==> src/rtl/alu_cmd_issuer_if.sv <==
// Bundles the command handshake, the ALU issue/response pair and the tagged
// result of alu_cmd_issuer; slave is the issuer side, master its environment.
interface alu_cmd_issuer_if #(
    parameter int DATA_WIDTH = 16,
    parameter int FUN_WIDTH  = 4
);
    logic                  cmd_valid;
    logic                  cmd_ready;
    logic [FUN_WIDTH-1:0]  cmd_fun;
    logic [DATA_WIDTH-1:0] cmd_a;
    logic [DATA_WIDTH-1:0] cmd_b;

    logic [FUN_WIDTH-1:0]  alu_fun;
    logic [DATA_WIDTH-1:0] alu_a;
    logic [DATA_WIDTH-1:0] alu_b;
    logic                  alu_en;
    logic [DATA_WIDTH-1:0] alu_out;
    logic                  alu_valid;

    logic [DATA_WIDTH-1:0] res;
    logic [FUN_WIDTH-1:0]  res_fun;
    logic                  res_valid;
    logic                  err;

    modport slave (
        input  cmd_valid, cmd_fun, cmd_a, cmd_b, alu_out, alu_valid,
        output cmd_ready, alu_fun, alu_a, alu_b, alu_en,
               res, res_fun, res_valid, err
    );

    modport master (
        output cmd_valid, cmd_fun, cmd_a, cmd_b, alu_out, alu_valid,
        input  cmd_ready, alu_fun, alu_a, alu_b, alu_en,
               res, res_fun, res_valid, err
    );
endinterface

==> src/rtl/alu_cmd_issuer.sv <==
// Command FIFO in front of the 16-bit ALU: issues one command at a time, waits
// for the ALU result (or a watchdog timeout) and returns it tagged with its function.
module alu_cmd_issuer #(
    parameter int DATA_WIDTH = 16,
    parameter int FUN_WIDTH  = 4,
    parameter int DEPTH      = 4,
    parameter int TIMEOUT    = 16
) (
    input  logic                   clk,
    input  logic                   rst,
    alu_cmd_issuer_if.slave        bus,
    output logic                   busy,
    output logic [$clog2(DEPTH):0] count
);
    localparam int PW = $clog2(DEPTH);
    localparam int CW = PW + 1;
    localparam int TW = $clog2(TIMEOUT);

    typedef struct packed {
        logic [FUN_WIDTH-1:0]  fun;
        logic [DATA_WIDTH-1:0] a;
        logic [DATA_WIDTH-1:0] b;
    } cmd_t;

    typedef enum logic {IDLE, WAIT} state_t;

    cmd_t            mem [DEPTH];
    logic [PW-1:0]   wr_ptr;
    logic [PW-1:0]   rd_ptr;
    logic [TW-1:0]   wdog;
    state_t          state;
    state_t          state_d;
    logic            push;
    logic            pop;
    logic            capture;
    logic            timeout;

    assign bus.cmd_ready = (count != CW'(DEPTH));
    assign push          = bus.cmd_valid && bus.cmd_ready;
    assign busy          = (state != IDLE) || (count != '0);

    // NOTE: every output of an always_comb gets a default first, so no path leaves
    // a signal unassigned and no latch is inferred.
    always_comb begin
        state_d = state;
        pop     = 1'b0;
        capture = 1'b0;
        timeout = 1'b0;
        case (state)
            IDLE: begin
                if (count != '0) begin
                    pop     = 1'b1;
                    state_d = WAIT;
                end
            end
            WAIT: begin
                // A result in the last watchdog cycle beats the timeout.
                if (bus.alu_valid) begin
                    capture = 1'b1;
                    state_d = IDLE;
                end else if (wdog == TW'(TIMEOUT - 1)) begin
                    timeout = 1'b1;
                    state_d = IDLE;
                end
            end
            default: state_d = IDLE;
        endcase
    end

    // NOTE: sequential state uses non-blocking assignments so every register
    // samples pre-edge values regardless of statement order.
    always_ff @(posedge clk or negedge rst) begin
        if (!rst) state <= IDLE;
        else      state <= state_d;
    end

    // NOTE: the storage array has no reset; occupancy is tracked by count and the
    // pointers, so stale entries are never observable.
    always_ff @(posedge clk) begin
        if (push) mem[wr_ptr] <= '{fun: bus.cmd_fun, a: bus.cmd_a, b: bus.cmd_b};
    end

    always_ff @(posedge clk or negedge rst) begin
        if (!rst) begin
            wr_ptr        <= '0;
            rd_ptr        <= '0;
            count         <= '0;
            wdog          <= '0;
            bus.alu_fun   <= '0;
            bus.alu_a     <= '0;
            bus.alu_b     <= '0;
            bus.alu_en    <= 1'b0;
            bus.res       <= '0;
            bus.res_fun   <= '0;
            bus.res_valid <= 1'b0;
            bus.err       <= 1'b0;
        end else begin
            count         <= count + CW'(push) - CW'(pop);
            bus.alu_en    <= pop;
            bus.res_valid <= capture;
            bus.err       <= timeout;
            if (push) wr_ptr <= wr_ptr + PW'(1);
            if (pop) begin
                bus.alu_fun <= mem[rd_ptr].fun;
                bus.alu_a   <= mem[rd_ptr].a;
                bus.alu_b   <= mem[rd_ptr].b;
                rd_ptr      <= rd_ptr + PW'(1);
                wdog        <= '0;
            end else if (state == WAIT) begin
                wdog <= wdog + TW'(1);
            end
            if (capture) begin
                bus.res     <= bus.alu_out;
                bus.res_fun <= bus.alu_fun;
            end
        end
    end
endmodule

==> src/flat_wrapper.sv <==
// flat-port wrapper written by rule: the top's interface ports become plain ports
module alu_cmd_issuer_flat 
#(
    parameter int DATA_WIDTH = 16,
    parameter int FUN_WIDTH  = 4,
    parameter int DEPTH      = 4,
    parameter int TIMEOUT    = 16
)
  (clk, rst, busy, count, bus_cmd_valid, bus_cmd_fun, bus_cmd_a, bus_cmd_b, bus_alu_out, bus_alu_valid, bus_cmd_ready, bus_alu_fun, bus_alu_a, bus_alu_b, bus_alu_en, bus_res, bus_res_fun, bus_res_valid, bus_err);
  alu_cmd_issuer_if #(.DATA_WIDTH(DATA_WIDTH), .FUN_WIDTH(FUN_WIDTH)) bus_i ();
  input  logic clk;
  input  logic rst;
  output logic busy;
  output logic [$clog2(DEPTH):0] count;
  input wire logic [$bits(bus_i.cmd_valid)-1:0] bus_cmd_valid;
  input wire logic [$bits(bus_i.cmd_fun)-1:0] bus_cmd_fun;
  input wire logic [$bits(bus_i.cmd_a)-1:0] bus_cmd_a;
  input wire logic [$bits(bus_i.cmd_b)-1:0] bus_cmd_b;
  input wire logic [$bits(bus_i.alu_out)-1:0] bus_alu_out;
  input wire logic [$bits(bus_i.alu_valid)-1:0] bus_alu_valid;
  output wire logic [$bits(bus_i.cmd_ready)-1:0] bus_cmd_ready;
  output wire logic [$bits(bus_i.alu_fun)-1:0] bus_alu_fun;
  output wire logic [$bits(bus_i.alu_a)-1:0] bus_alu_a;
  output wire logic [$bits(bus_i.alu_b)-1:0] bus_alu_b;
  output wire logic [$bits(bus_i.alu_en)-1:0] bus_alu_en;
  output wire logic [$bits(bus_i.res)-1:0] bus_res;
  output wire logic [$bits(bus_i.res_fun)-1:0] bus_res_fun;
  output wire logic [$bits(bus_i.res_valid)-1:0] bus_res_valid;
  output wire logic [$bits(bus_i.err)-1:0] bus_err;
  assign bus_i.cmd_valid = bus_cmd_valid;
  assign bus_i.cmd_fun = bus_cmd_fun;
  assign bus_i.cmd_a = bus_cmd_a;
  assign bus_i.cmd_b = bus_cmd_b;
  assign bus_i.alu_out = bus_alu_out;
  assign bus_i.alu_valid = bus_alu_valid;
  assign bus_cmd_ready = bus_i.cmd_ready;
  assign bus_alu_fun = bus_i.alu_fun;
  assign bus_alu_a = bus_i.alu_a;
  assign bus_alu_b = bus_i.alu_b;
  assign bus_alu_en = bus_i.alu_en;
  assign bus_res = bus_i.res;
  assign bus_res_fun = bus_i.res_fun;
  assign bus_res_valid = bus_i.res_valid;
  assign bus_err = bus_i.err;
  alu_cmd_issuer #(.DATA_WIDTH(DATA_WIDTH), .FUN_WIDTH(FUN_WIDTH), .DEPTH(DEPTH), .TIMEOUT(TIMEOUT)) u_core (.clk(clk), .rst(rst), .bus(bus_i), .busy(busy), .count(count));
endmodule
==> config.mk <==
export PLATFORM = sky130hd
export DESIGN_NAME = alu_cmd_issuer_flat
export DESIGN_NICKNAME = d
export VERILOG_FILES = /design/src/rtl/alu_cmd_issuer_if.sv /design/src/rtl/alu_cmd_issuer.sv /design/src/flat_wrapper.sv
export SDC_FILE = /design/constraint.sdc
export NUM_CORES = 1
export LEC_CHECK = 0
export ABC_AREA = 0
export BUFFER_PORTS_ARGS = -buffer_cell sky130_fd_sc_hd__clkbuf_2
export CAP_MARGIN = 20
export CORE_MARGIN = 2
export CORE_UTILIZATION = 59
export CTS_BUF_LIST = sky130_fd_sc_hd__clkbuf_4 sky130_fd_sc_hd__clkbuf_8
export CTS_CLUSTER_DIAMETER = 80
export CTS_CLUSTER_SIZE = 14
export DETAILED_ROUTE_END_ITERATION = 6
export PLACE_DENSITY = 0.82
export REMOVE_ABC_BUFFERS = 1
export SYNTH_ARGS = -nofsm -noshare
export SYNTH_HDL_FRONTEND = slang
export SYNTH_SLANG_ARGS = --single-unit
==> constraint.sdc <==
create_clock -name clk -period 2.7 [get_ports clk]
set_input_delay 0.54 -clock clk [delete_from_list [all_inputs] [get_ports clk]]
set_output_delay 0.54 -clock clk [all_outputs]
set_load 0.01 [all_outputs]
After elaboration in Yosys (flattened, before gate mapping)
Memory sizes are Yosys's and may differ from the RTL's. A register that Yosys moved wholly into a read port is not among the register bits.
Index checks and enable logic that the tools add are counted.
Word-level totals
  flip-flop bits (word level): 35
  bits in writable memories: 144
  input bits: 56
  output and inout bits: 64
  memories: 1
Operators by class
  add/sub/neg operators: 5
  equality and inequality tests: 2
  muxes and demuxes: 14
  bitwise gates (word level): 1
  reductions and logical operators: 5
Memory list
  u_core.mem: depth 4, bits a word 36, read ports 1, clocked after memory_dff 1, wr ports 1, RTL line alu_cmd_issuer.sv:27  | cmd_t mem [DEPTH];
Operators with widths (number)
  $mux W1: 11
  $mux W4: 2
  $add A2 B1 Y2 const B: 2
  $add A4 B1 Y4 const B: 1
  $eq A4 B4 Y1 const B: 1
  $add A3 B1 Y3: 1
  $ne A3 B3 Y1 const B: 1
  $reduce_bool A3 Y1: 1
  $sub A3 B1 Y3: 1
  $pmux W1 S2: 1
  $reduce_bool A2 Y1: 1
  $logic_and A1 B1 Y1: 1
  $logic_not A1 Y1: 1
  $logic_or A1 B1 Y1: 1
  $not A1 Y1: 1

Longest topological paths before layout
Gate-level depths: netlist (run 1).
  word-level depth: 4
  mapped depth: 10
  mapped depth without buffers: 8

Least setup slack after synthesis (run 1)
No wires, ideal clock.
  path type: register to register
  start point: register u_core.count[1]
  end point: register u_core.count[2]
  library setup time: 0.123 ns
  arrival time: 2.209 ns
  data required time: 2.577 ns
  setup slack: 0.368 ns
  stages on the path, launching flop included: 11
  cells stage by stage: dfrtp_1 > nor3_2 > nor2_1 > buf_4 > buf_4 > ha_1 > inv_1 > ha_1 > fa_1 > xnor2_1 > xnor2_1
On the way
  word-level cells in the longest chain between the ends: 4
  elaborated cells on any way between the ends: 7
  classes of those cells: add/sub (2); eq/ne (1); mux (2); reduce/logical (2)
Ends and longest elaborated chain
  start: declaration: RTL line alu_cmd_issuer.sv:13  | output logic [$clog2(DEPTH):0] count
  start signal: assignment: RTL line alu_cmd_issuer.sv:98  | count <= count + CW'(push) - CW'(pop);
  $reduce_bool A3 Y1: RTL line alu_cmd_issuer.sv:51  | if (count != '0) begin
  $mux W1: RTL line alu_cmd_issuer.sv:51
  $mux W1: RTL line alu_cmd_issuer.sv:49  | case (state)
  net u_core.pop: RTL line alu_cmd_issuer.sv:34  | logic pop;
  $sub A3 B1 Y3: RTL line alu_cmd_issuer.sv:98
The timed path passes the listed nets, and every way through them passes these cells.
A chain may end at the register's enable or synchronous reset.

Worst setup path in the final report (run 1)
  start point: register u_core.count[2]
  end point: output busy
On the way
  word-level cells in the longest chain between the ends: 2
Ends and longest elaborated chain
  $reduce_bool A3 Y1: RTL line alu_cmd_issuer.sv:40  | assign busy = (state != IDLE) || (count != '0);
  $logic_or A1 B1 Y1: RTL line alu_cmd_issuer.sv:40
  end: declaration: RTL line flat_wrapper.sv:13  | output logic busy;
No other way between the ends.

==> run_results.csv, run 1 <==
group,metric,value,unit
run_status,outcome,"finished clean",
sta,rsz0062_at_grt,"no",
setup_path,cp-end-kind,"primary output",
clock_network,cts_num_sinks,215,
yosys,synth_area_leaders,"edfxtp_1 54%, dfrtp_1 22%, mux4_2 10%",
finish,n_fill_cell,848,
global_routing,grt_usage,19.9,%
detailed_routing,drc_errors,0,
yosys,seq_area_frac_synth,75.7,%
global_routing,first_global_vias,4097,
clock_network,cts_hold_buffers,0,
finish,multi_input_area,1830,sq um
yosys,synth_compound_area_share,0.574,%
global_routing,grt_pass1_wl,22000,um
die,ios,120,
yosys,synthArstFlopShare,33.0,%
clock_network,clk_pin_slew_worst_paths,0.09,ns
power_and_ir_drop,p_total,10.4,mW
global_routing,met3_usage,3.48,%
yosys,synth-edff-count,144,
setup_path,path_cells,"nor4_1 -> inv_1 -> clkbuf_2",
sta,hold_viol,0,
yosys,post-synth-top-count-cell,"edfxtp_1",
die,die_area,14600,sq um
global_routing,antenna_found_initial,0,
detailed_routing,via_count,3860,
global_routing,grtUsageMet2,33.3,%
sta,fin_crit,2.27,ns
clock_network,cts_tree,"built",
yosys,synth_mux_area_share,19.0,%
place,gp_congestion,0.739,
detailed_routing,viasPerCell,5.55,
finish,layout-drive-gt1-share,47.7,%
clock_network,h-tree-depth,1,
setup_path,crit_slowest_cell,"nor4_1",
power_and_ir_drop,p_leak,3.63,nW
global_routing,grt_max_degree,72,
detailed_routing,wl,13800,um
hold_path,hold_class,"in -> async",
yosys,synthSimpleGateAreaFrac,1.02,%
place,portBuffers,119,
finish,area_growth,15.0,%
die,die_h,121,um
detailed_routing,first_pass_iters,4,
clock_network,cts_setup_buffers,0,
detailed_routing,ant_nets,0,
flow_run,max_cap_violations,0,
setup_path,start_kind,"flip-flop",
clock_network,cts.repair.resized,0,
clock_network,cts-root-buf,"clkbuf_8",
sta,setup_viol,0,
yosys,synth_top_family_by_area,"multiplexers",
yosys,synth-warning-count,0,
yosys,yosysTopAreaCell,"edfxtp_1",
finish,finalNetCount,571,
sta,clock_skew,0.0173,ns
sta,post-route-period-util,84.2,%
global_routing,grt_use_met1,27.7,%
global_routing,grt_overflow_total,0,
detailed_routing,post_drt_wl_per_cell,19.9,um
finish,post-route-util,69.7,%
yosys,synth-seq-cells,215,
die,core_area,13300,sq um
global_routing,busiest_layer,"met2",
die,initial_core_util,60.7,%
yosys,synth_cell_types,31,
die,die_w,121,um
yosys,synth_area,8060,sq um
yosys,yosys.area_share.adder,1.33,%
setup_path,max_stage_delay,0.53,ns
clock_network,cts.path.max_buffers,3,
yosys,synth_xor_area_share,0.652,%
setup_path,path_max_fanout,6,
power_and_ir_drop,irDropWorstVdd,0.568,mV
finish,register_area,6100,sq um
yosys,syn_area_per_cell,21.9,sq um
sta,clock.fmax,440,MHz
setup_path,critPathRequiredTime,2.16,ns
yosys,synthFlopType,"edfxtp_1",
clock_network,numCtsBuffers,19,
setup_path,criticalPathCategory,"reg -> out",
place,dpl.hpwl,9060,um
yosys,yosysTopAreaCellShare,53.6,%
finish,diodes,0,
die,rows,42,
detailed_routing,drt_iter0_markers,217,
setup_path,cp.arrival,1.73,ns
sta,worstMarginPinSlew,0.916,ns
yosys,synth_commonest_cells,"144 x edfxtp_1, 71 x dfrtp_1, 36 x mux4_2, 22 x mux2_1",
power_and_ir_drop,cellPowerDensity,1120,nW/um^2
yosys,synthesis.instances,368,
sta,slew_headroom,38.9,%
clock_network,insertion_delay,0.50,ns
sta,drv_slew,0,
-- cells by family (layout without fill, tap and decap cells) --
kind of cell / after synthesis / in the layout
flip-flops: 215 / 215
multiplexers: 94 / 94
buffers and inverters: 24 / 176
AND/OR/NAND/NOR: 15 / 15
adder cells (fa/ha/maj): 8 / 8
AO/OA/AOI/OAI: 6 / 6
XOR/XNOR: 6 / 6
-- per-stage QoR --
stage	std cells	hold slack, ns	area [sq um]	setup slack (ns)	setup TNS (ns)
finish	696	0.176	9270	0.425	0
global route	696	0.233	9270	0.293	0
CTS	696	0.196	9270	0.400	0
detailed placement	662	0.476	8890	0.589	0
global placement	662	0.471	8890	0.668	0
floorplan	353	0.244	7960	-1.20	-20.96
-- routing by layer --
| layer | up-vias | share of wire (%) |
|---|---|---|
| li1 | 1718 | - |
| met1 | 1989 | 43 |
| met2 | 129 | 49 |
| met3 | 24 | 5.3 |
| met4 | 0 | 1.9 |
| met5 | - | 0 |
-- where the power goes --
group / total, mW / leakage (nW) / switching, mW / internal (mW)
Clock: 1.84 / 0.203 / 0.990 / 0.852
Combinational: 3.48 / 1.27 / 1.64 / 1.84
Sequential: 5.06 / 2.16 / 0.506 / 4.56
Total: 10.4 / 3.63 / 3.14 / 7.25
-- state kept, by name, summed over array words and instances, names as in the netlist, 2 cells and up --
signal,flops
u_core.rd_ptr,2
u_core.bus.alu_fun,4
u_core.mem,144
u_core.wr_ptr,2
u_core.bus.res_fun,4
u_core.count,3
u_core.bus.alu_a,16
u_core.bus.alu_b,16
u_core.wdog,4
u_core.bus.res,16
-- area by class of cell --
class | instances | share of cell area (%)
Clock buffer | 32 | 3.87
Clock inverter | 2 | 0.202
Inverter | 9 | 0.364
Multi-Input combinational cell | 129 | 19.8
Sequential cell | 215 | 65.8
Tap cell | 176 | 2.38
Timing Repair Buffer | 133 | 7.58
-- path summary, 6_finish.rpt --
check / from / end / slack, ns / depth (start not counted)
min in group clk: bus_alu_out[13] / u_core.bus.res[13] / 0.25 / 2
max in group asynchronous: rst / u_core.rd_ptr[0] / 1.89 / 1
setup / recovery: u_core.count[2] / busy / 0.43 / 3
hold / removal: rst / u_core.bus.res[7] / 0.18 / 1
hold reg to reg: u_core.bus.alu_b[6] / u_core.bus.alu_b[6] / 0.50 / 1
setup reg to reg: u_core.count[1] / u_core.count[2] / 0.61 / 8
-- worst max-delay path: cells and delay by family (launching register included) --
kind / cells / cell delay, ns
flops: 1 / 0.47
simple gates: 1 / 0.53
buf+inv: 2 / 0.23
-- layout by cell type (no fill, tap or decap), types with 3 or more instances in the layout --
| cell type | netlist | layout |
|---|---|---|
| mux4_2 | 36 | 36 |
| dfrtp_1 | 71 | 69 |
| xor2_1 | 3 | 3 |
| buf_4 | 2 | 15 |
| clkbuf_4 | 0 | 13 |
| and2_2 | 0 | 4 |
| inv_1 | 8 | 8 |
| mux2_4 | 18 | 18 |
| xnor2_1 | 3 | 3 |
| ha_1 | 7 | 7 |
| mux2_1 | 22 | 22 |
| clkbuf_8 | 0 | 19 |
| nand2_1 | 3 | 3 |
| clkbuf_2 | 0 | 118 |
| edfxtp_1 | 144 | 144 |
| mux2_2 | 18 | 18 |
Note: power is estimated with default switching activity, not from simulation.
==> run 2, diff against run 1 <==
- ABC_AREA: 0 -> 1
- CORE_UTILIZATION: 59 -> 54
- PLACE_DENSITY: 0.82 -> 0.79
- clock period: 2.7 -> 1.9 ns (I/O delays scaled with it)
==> run_results.csv, run 2 <==
group,metric,value,unit
run_status,outcome,"finished clean",
finish,regMostFlops,"u_core.mem",
yosys,synth_compound_area_share,0.521,%
place,dpl.hpwl,11100,um
detailed_routing,highest_layer,"met5",
sta,worstMarginPinSlew,0.593,ns
yosys,synthesis.instances,879,
global_routing,grt_overflow_total,0,
clock_network,insertion_delay,0.51,ns
place,gp_congestion,0.734,
detailed_routing,viasPerCell,4.73,
yosys,syn_area_per_cell,10.1,sq um
finish,n_fill_cell,1274,
die,core_area,16000,sq um
finish,post-route-util,64.1,%
power_and_ir_drop,p_leak,5.13,nW
yosys,synth_area,8890,sq um
finish,largest_reg_flops,144,
die,die_area,17500,sq um
setup_path,cp.arrival,2.21,ns
clock_network,cts.path.max_buffers,3,
place,portBuffers,119,
yosys,yosysTopAreaCellShare,48.6,%
sta,drv_slew,0,
setup_path,r2r-start,"u_core.count[1]",
yosys,synthFlopType,"edfxtp_1",
setup_path,critPathRequiredTime,2.30,ns
yosys,synth-warning-count,0,
setup_path,startpoint,"u_core.count[1]",
sta,worst_slack,0.0901,ns
detailed_routing,post_drt_wl_per_cell,13.6,um
setup_path,start_kind,"flip-flop",
setup_path,path_cells,"nor2_4 -> a21oi_4 -> ha_1 -> inv_1 -> ha_1 -> fa_1 -> xor2_1",
power_and_ir_drop,cellPowerDensity,1520,nW/um^2
die,initial_core_util,55.6,%
setup_path,criticalPathCategory,"reg -> reg",
finish,final_common_cell,"nand2_1",
yosys,seq_area_frac_synth,68.6,%
setup_path,cp-end-kind,"flip-flop",
yosys,synth_mux_area_share,0,%
detailed_routing,drc_errors,0,
setup_path,crit_slowest_cell,"dfrtp_1",
setup_path,r2r_slack,0.09,ns
clock_network,cts-root-buf,"clkbuf_8",
sta,rsz0062_at_grt,"no",
clock_network,cts_setup_buffers,0,
die,die_w,132,um
setup_path,crit_end,"u_core.count[2]",
finish,register_area,6100,sq um
detailed_routing,via_count,5876,
yosys,synth_top_family_by_area,"simple AND/OR/NAND/NOR gates",
detailed_routing,wl,16800,um
yosys,synth_cell_types,22,
power_and_ir_drop,irDropWorstVdd,0.767,mV
sta,clock_skew,0.0213,ns
setup_path,path_max_fanout,4,
yosys,synth-seq-cells,215,
sta,setup_viol,0,
setup_path,crit_family,"adder cells",
finish,finalNetCount,1076,
global_routing,grt_usage,19.7,%
finish,diodes,0,
yosys,synth_xor_area_share,0.492,%
global_routing,grt_max_degree,54,
finish,multi_input_area,2010,sq um
clock_network,h-tree-depth,1,
hold_path,hold_class,"in -> reg",
setup_path,reg2reg_to,"u_core.count[2]",
sta,setup_tns,0,ns
clock_network,numCtsBuffers,19,
place,pre_cts_ws,0.0907,ns
die,die_h,132,um
setup_path,max_stage_delay,0.42,ns
sta,post-route-period-util,95.3,%
setup_path,cp_num_cells,7,
yosys,synth_commonest_cells,"362 x nand2_1, 160 x inv_1, 144 x edfxtp_1, 75 x nand3_1, 71 x dfrtp_1",
place,placed_cell_area,9860,sq um
detailed_routing,drt_iter0_markers,393,
yosys,synth-edff-count,144,
global_routing,first_global_vias,5680,
finish,layout-drive-gt1-share,18.7,%
sta,hold_viol,0,
die,ios,120,
detailed_routing,wl_met3,981,um
yosys,yosys.area_share.adder,1.21,%
sta,fin_crit,1.81,ns
detailed_routing,routed-wl-met2,8190,um
power_and_ir_drop,p_total,15.6,mW
yosys,synthArstFlopShare,33.0,%
clock_network,clk_pin_slew_worst_paths,0.10,ns
yosys,post-synth-top-count-cell,"nand2_1",
setup_path,critical_path_buf_inv_count,1,
yosys,synth_area_leaders,"edfxtp_1 49%, dfrtp_1 20%, nand2_1 15%",
yosys,yosysTopAreaCell,"edfxtp_1",
global_routing,grt_pass1_wl,27800,um
finish,finalInstanceArea,10200,sq um
die,rows,46,
global_routing,antenna_found_initial,1,
setup_path,worst_path_most_repeated_cell,"ha_1",
clock_network,cts_num_sinks,215,
finish,area_growth,15.3,%
sta,clock.fmax,553,MHz
finish,mostFrequentLayoutCells,"362 x nand2_1, 159 x inv_1, 144 x edfxtp_1",
flow_run,max_cap_violations,0,
detailed_routing,met1_length,7340,um
sta,slew_headroom,60.4,%
clock_network,cts_tree,"built",
yosys,synthSimpleGateAreaFrac,20.1,%
setup_path,r2r_cells,7,
detailed_routing,ant_nets,0,
detailed_routing,first_pass_iters,4,
[run 2: per-layer routing]
| metal | GRT usage [%] | vias to the layer above |
|---|---|---|
| met2 | 33.2 | 150 |
| met4 | 5.91 | 2 |
| li1 | - | 2965 |
| met1 | 26.2 | 2731 |
| met3 | 3.58 | 28 |
| met5 | 0 | - |
[run 2: timing repair]
action | 4_1_cts | 5_1_grt
setup endpoints to repair | 1 | 1
endpoints found under the hold margin | 26 | 0
gates resized for setup | 1 | 1
pin swaps | 0 | 0
hold buffers | 1 | 0
[run 2: logic make-up after synthesis]
kind of cell               count (synthesis)
AOI/OAI and AO/OA                          7
xor gates and xnor gates                   5
adders and majority gates                  8
buffers and inverters                    196
DFF                                      215
and+or+nand+nor                          448
[run 2: worst min-delay path by stage]
stage                     slack [ns]  cells after the start     startpoint                  end
after global placement          0.32                      1            rst  u_core.bus.alu_a[1]
after detailed placement        0.32                      1            rst  u_core.bus.alu_a[1]
after global routing            0.04                      2  bus_alu_valid       u_core.bus.err
after floorplan                 0.08                      0            rst  u_core.bus.alu_a[0]
final                           0.06                      2  bus_alu_valid       u_core.bus.err
after CTS                       0.03                      2  bus_alu_valid       u_core.bus.err
[run 2: through the flow]
step                hold WS (ns)  std cells
global route              0.0391       1241
CTS                       0.0314       1241
floorplan                 0.0844        846
detailed placement         0.325       1206
finish                    0.0598       1241
global placement           0.322       1206
[run 2: report_power, final]
part           switching [mW]  leakage, nW  internal (mW)
Clock                    1.44        0.203           1.21
Sequential              0.624         2.19           6.43
Combinational            3.77         2.74           2.07
[run 2: cell type report]
type,count,share of cell area (%)
clock buffer,32,3.50
sequential,215,59.6
tap,216,2.64
multi-input combinational,468,19.7
inverter,163,5.97
clock inverter,2,0.183
timing repair buffer,145,8.50
==> run 3, diff against run 2 <==
- ABC_CLOCK_PERIOD_IN_PS: unset -> 1900
- CORE_UTILIZATION: 54 -> 52
- CTS_BUF_LIST: sky130_fd_sc_hd__clkbuf_4 sky130_fd_sc_hd__clkbuf_8 -> unset
- PLACE_DENSITY: 0.79 -> 0.76
==> run_results.csv, run 3 (synthesis results as in run 2) <==
group,metric,value,unit
finish,area_growth,17.5,%
global_routing,grt_overflow_total,0,
hold_path,min_path_cells,2,
hold_path,hold_class,"in -> reg",
run_status,outcome,"finished clean",
setup_path,crit_slowest_cell,"dfrtp_1",
clock_network,numCtsBuffers,19,
sta,drv_slew,0,
die,die_area,18200,sq um
sta,setup_tns,0,ns
detailed_routing,ant_nets,0,
detailed_routing,first_pass_iters,5,
clock_network,h-tree-depth,1,
place,gp_congestion,0.747,
sta,slew_headroom,61.2,%
sta,clock_skew,0.0148,ns
global_routing,grt_usage,20.0,%
setup_path,criticalPathCategory,"reg -> out",
flow_run,max_cap_violations,0,
clock_network,cts_tree,"built",
clock_network,cts-root-buf,"clkbuf_16",
global_routing,grt_max_degree,74,
die,die_w,135,um
detailed_routing,viasPerCell,4.76,
die,initial_core_util,53.4,%
finish,n_fill_cell,1301,
place,pre_cts_ws,0.0997,ns
setup_path,cp.arrival,1.43,ns
place,portBuffers,119,
die,die_h,135,um
sta,setup_viol,0,
detailed_routing,via_count,5897,
clock_network,clk_pin_slew_worst_paths,0.06,ns
finish,regMostFlops,"u_core.mem",
finish,largest_reg_flops,144,
setup_path,critPathRequiredTime,1.52,ns
setup_path,cp-end-kind,"primary output",
setup_path,start_kind,"flip-flop",
setup_path,path_max_fanout,6,
sta,fin_crit,1.81,ns
place,placed_cell_area,9900,sq um
clock_network,cts_num_sinks,215,
global_routing,grt_pass1_wl,28700,um
setup_path,r2r_cells,7,
power_and_ir_drop,irDropWorstVdd,0.972,mV
global_routing,antenna_found_initial,1,
die,ios,120,
detailed_routing,wl,17400,um
power_and_ir_drop,p_leak,5.19,nW
clock_network,cts.path.max_buffers,3,
finish,mostFrequentLayoutCells,"362 x nand2_1, 159 x inv_1, 144 x edfxtp_1",
sta,clock.fmax,552,MHz
place,dpl.hpwl,10900,um
power_and_ir_drop,cellPowerDensity,1580,nW/um^2
sta,worstMarginPinSlew,0.582,ns
finish,final_common_cell,"nand2_1",
finish,finalNetCount,1072,
clock_network,insertion_delay,0.50,ns
sta,rsz0062_at_grt,"no",
die,core_area,16600,sq um
global_routing,first_global_vias,5736,
sta,worst_slack,0.0869,ns
finish,finalInstanceArea,10400,sq um
die,rows,47,
setup_path,max_stage_delay,0.47,ns
clock_network,cts_setup_buffers,0,
sta,hold_viol,0,
finish,layout-drive-gt1-share,17.1,%
detailed_routing,drt_iter0_markers,342,
detailed_routing,post_drt_wl_per_cell,14.0,um
setup_path,path_cells,"inv_2 -> nand3_1 -> clkbuf_2",
sta,post-route-period-util,95.4,%
detailed_routing,drc_errors,0,
run 3: cell count changes in the layout (fill, tap and decap cells not counted):
cell / previous run / this run
clkbuf_16: 0 / 19
clkbuf_8: 19 / 0
clkbuf_4: 13 / 0
clkbuf_1: 0 / 11
buf_4: 20 / 11
buf_12: 6 / 11
clkinvlp_4: 1 / 0
dfrtp_1: 68 / 69
dfrtp_2: 3 / 2
diode_2: 0 / 1
inv_6: 0 / 1
run 3: area by class of cell:
class,count,area (sq um),area share [%]
tap,220,275,2.63
sequential,215,6100,58.4
inverter,163,612,5.86
clock inverter,2,20.0,0.192
antenna,1,2.50,0.0240
clock buffer,30,517,4.95
multi-input combinational,468,2010,19.3
timing repair buffer,141,903,8.65
run 3: stage by stage:
stage	std cells	power [mW]	hold WS, ns	utilization, %
after floorplan	846	10.6	0.0844	-
after global placement	1206	13.0	0.356	59.5
after detailed placement	1206	13.2	0.363	59.5
after CTS	1239	16.7	0.0695	62.8
after global routing	1239	17.8	0.0797	62.8
final	1240	16.5	0.0897	62.8
run 3: routing by layer:
| layer | vias up | global-route usage [%] | part of all wire [%] |
|---|---|---|---|
| met2 | 155 | 34.7 | 50 |
| met5 | - | 0 | 0 |
| li1 | 2965 | - | - |
| met3 | 26 | 4.02 | 6.1 |
| met1 | 2751 | 25.9 | 42 |
| met4 | 0 | 5.38 | 1.8 |
run 3: final timing paths:
check                                    start              endpoint  slack, ns
max in group asynchronous                  rst     u_core.bus.res[5]       0.94
min reg2reg                u_core.bus.alu_b[0]   u_core.bus.alu_b[0]       0.47
min in group asynchronous                  rst  u_core.bus.alu_a[14]       0.39
max reg2reg                    u_core.count[1]       u_core.count[2]       0.09
min                              bus_alu_valid        u_core.bus.err       0.09
max                               u_core.state                  busy       0.09
run 3: repair_timing:
item                                   CTS  global route
setup endpoints to repair                0             1
hold buffers                             1             0
gates resized for setup                  0             1
endpoints found under the hold margin   28             0
run 3: power by group:
| part | total, mW | leakage (nW) | internal (mW) | switching (mW) |
|---|---|---|---|---|
| clock network | 3.47 | 0.258 | 1.88 | 1.59 |
| registers | 7.02 | 2.19 | 6.44 | 0.579 |
| logic | 5.98 | 2.74 | 2.12 | 3.86 |
| total | 16.5 | 5.19 | 10.4 | 6.03 |
run 3: critical path, delay by kind of cell (launching register included):
kind	cells	cell delay [ns]
buf+inv	2	0.32
flops	1	0.47
simple gates	1	0.16
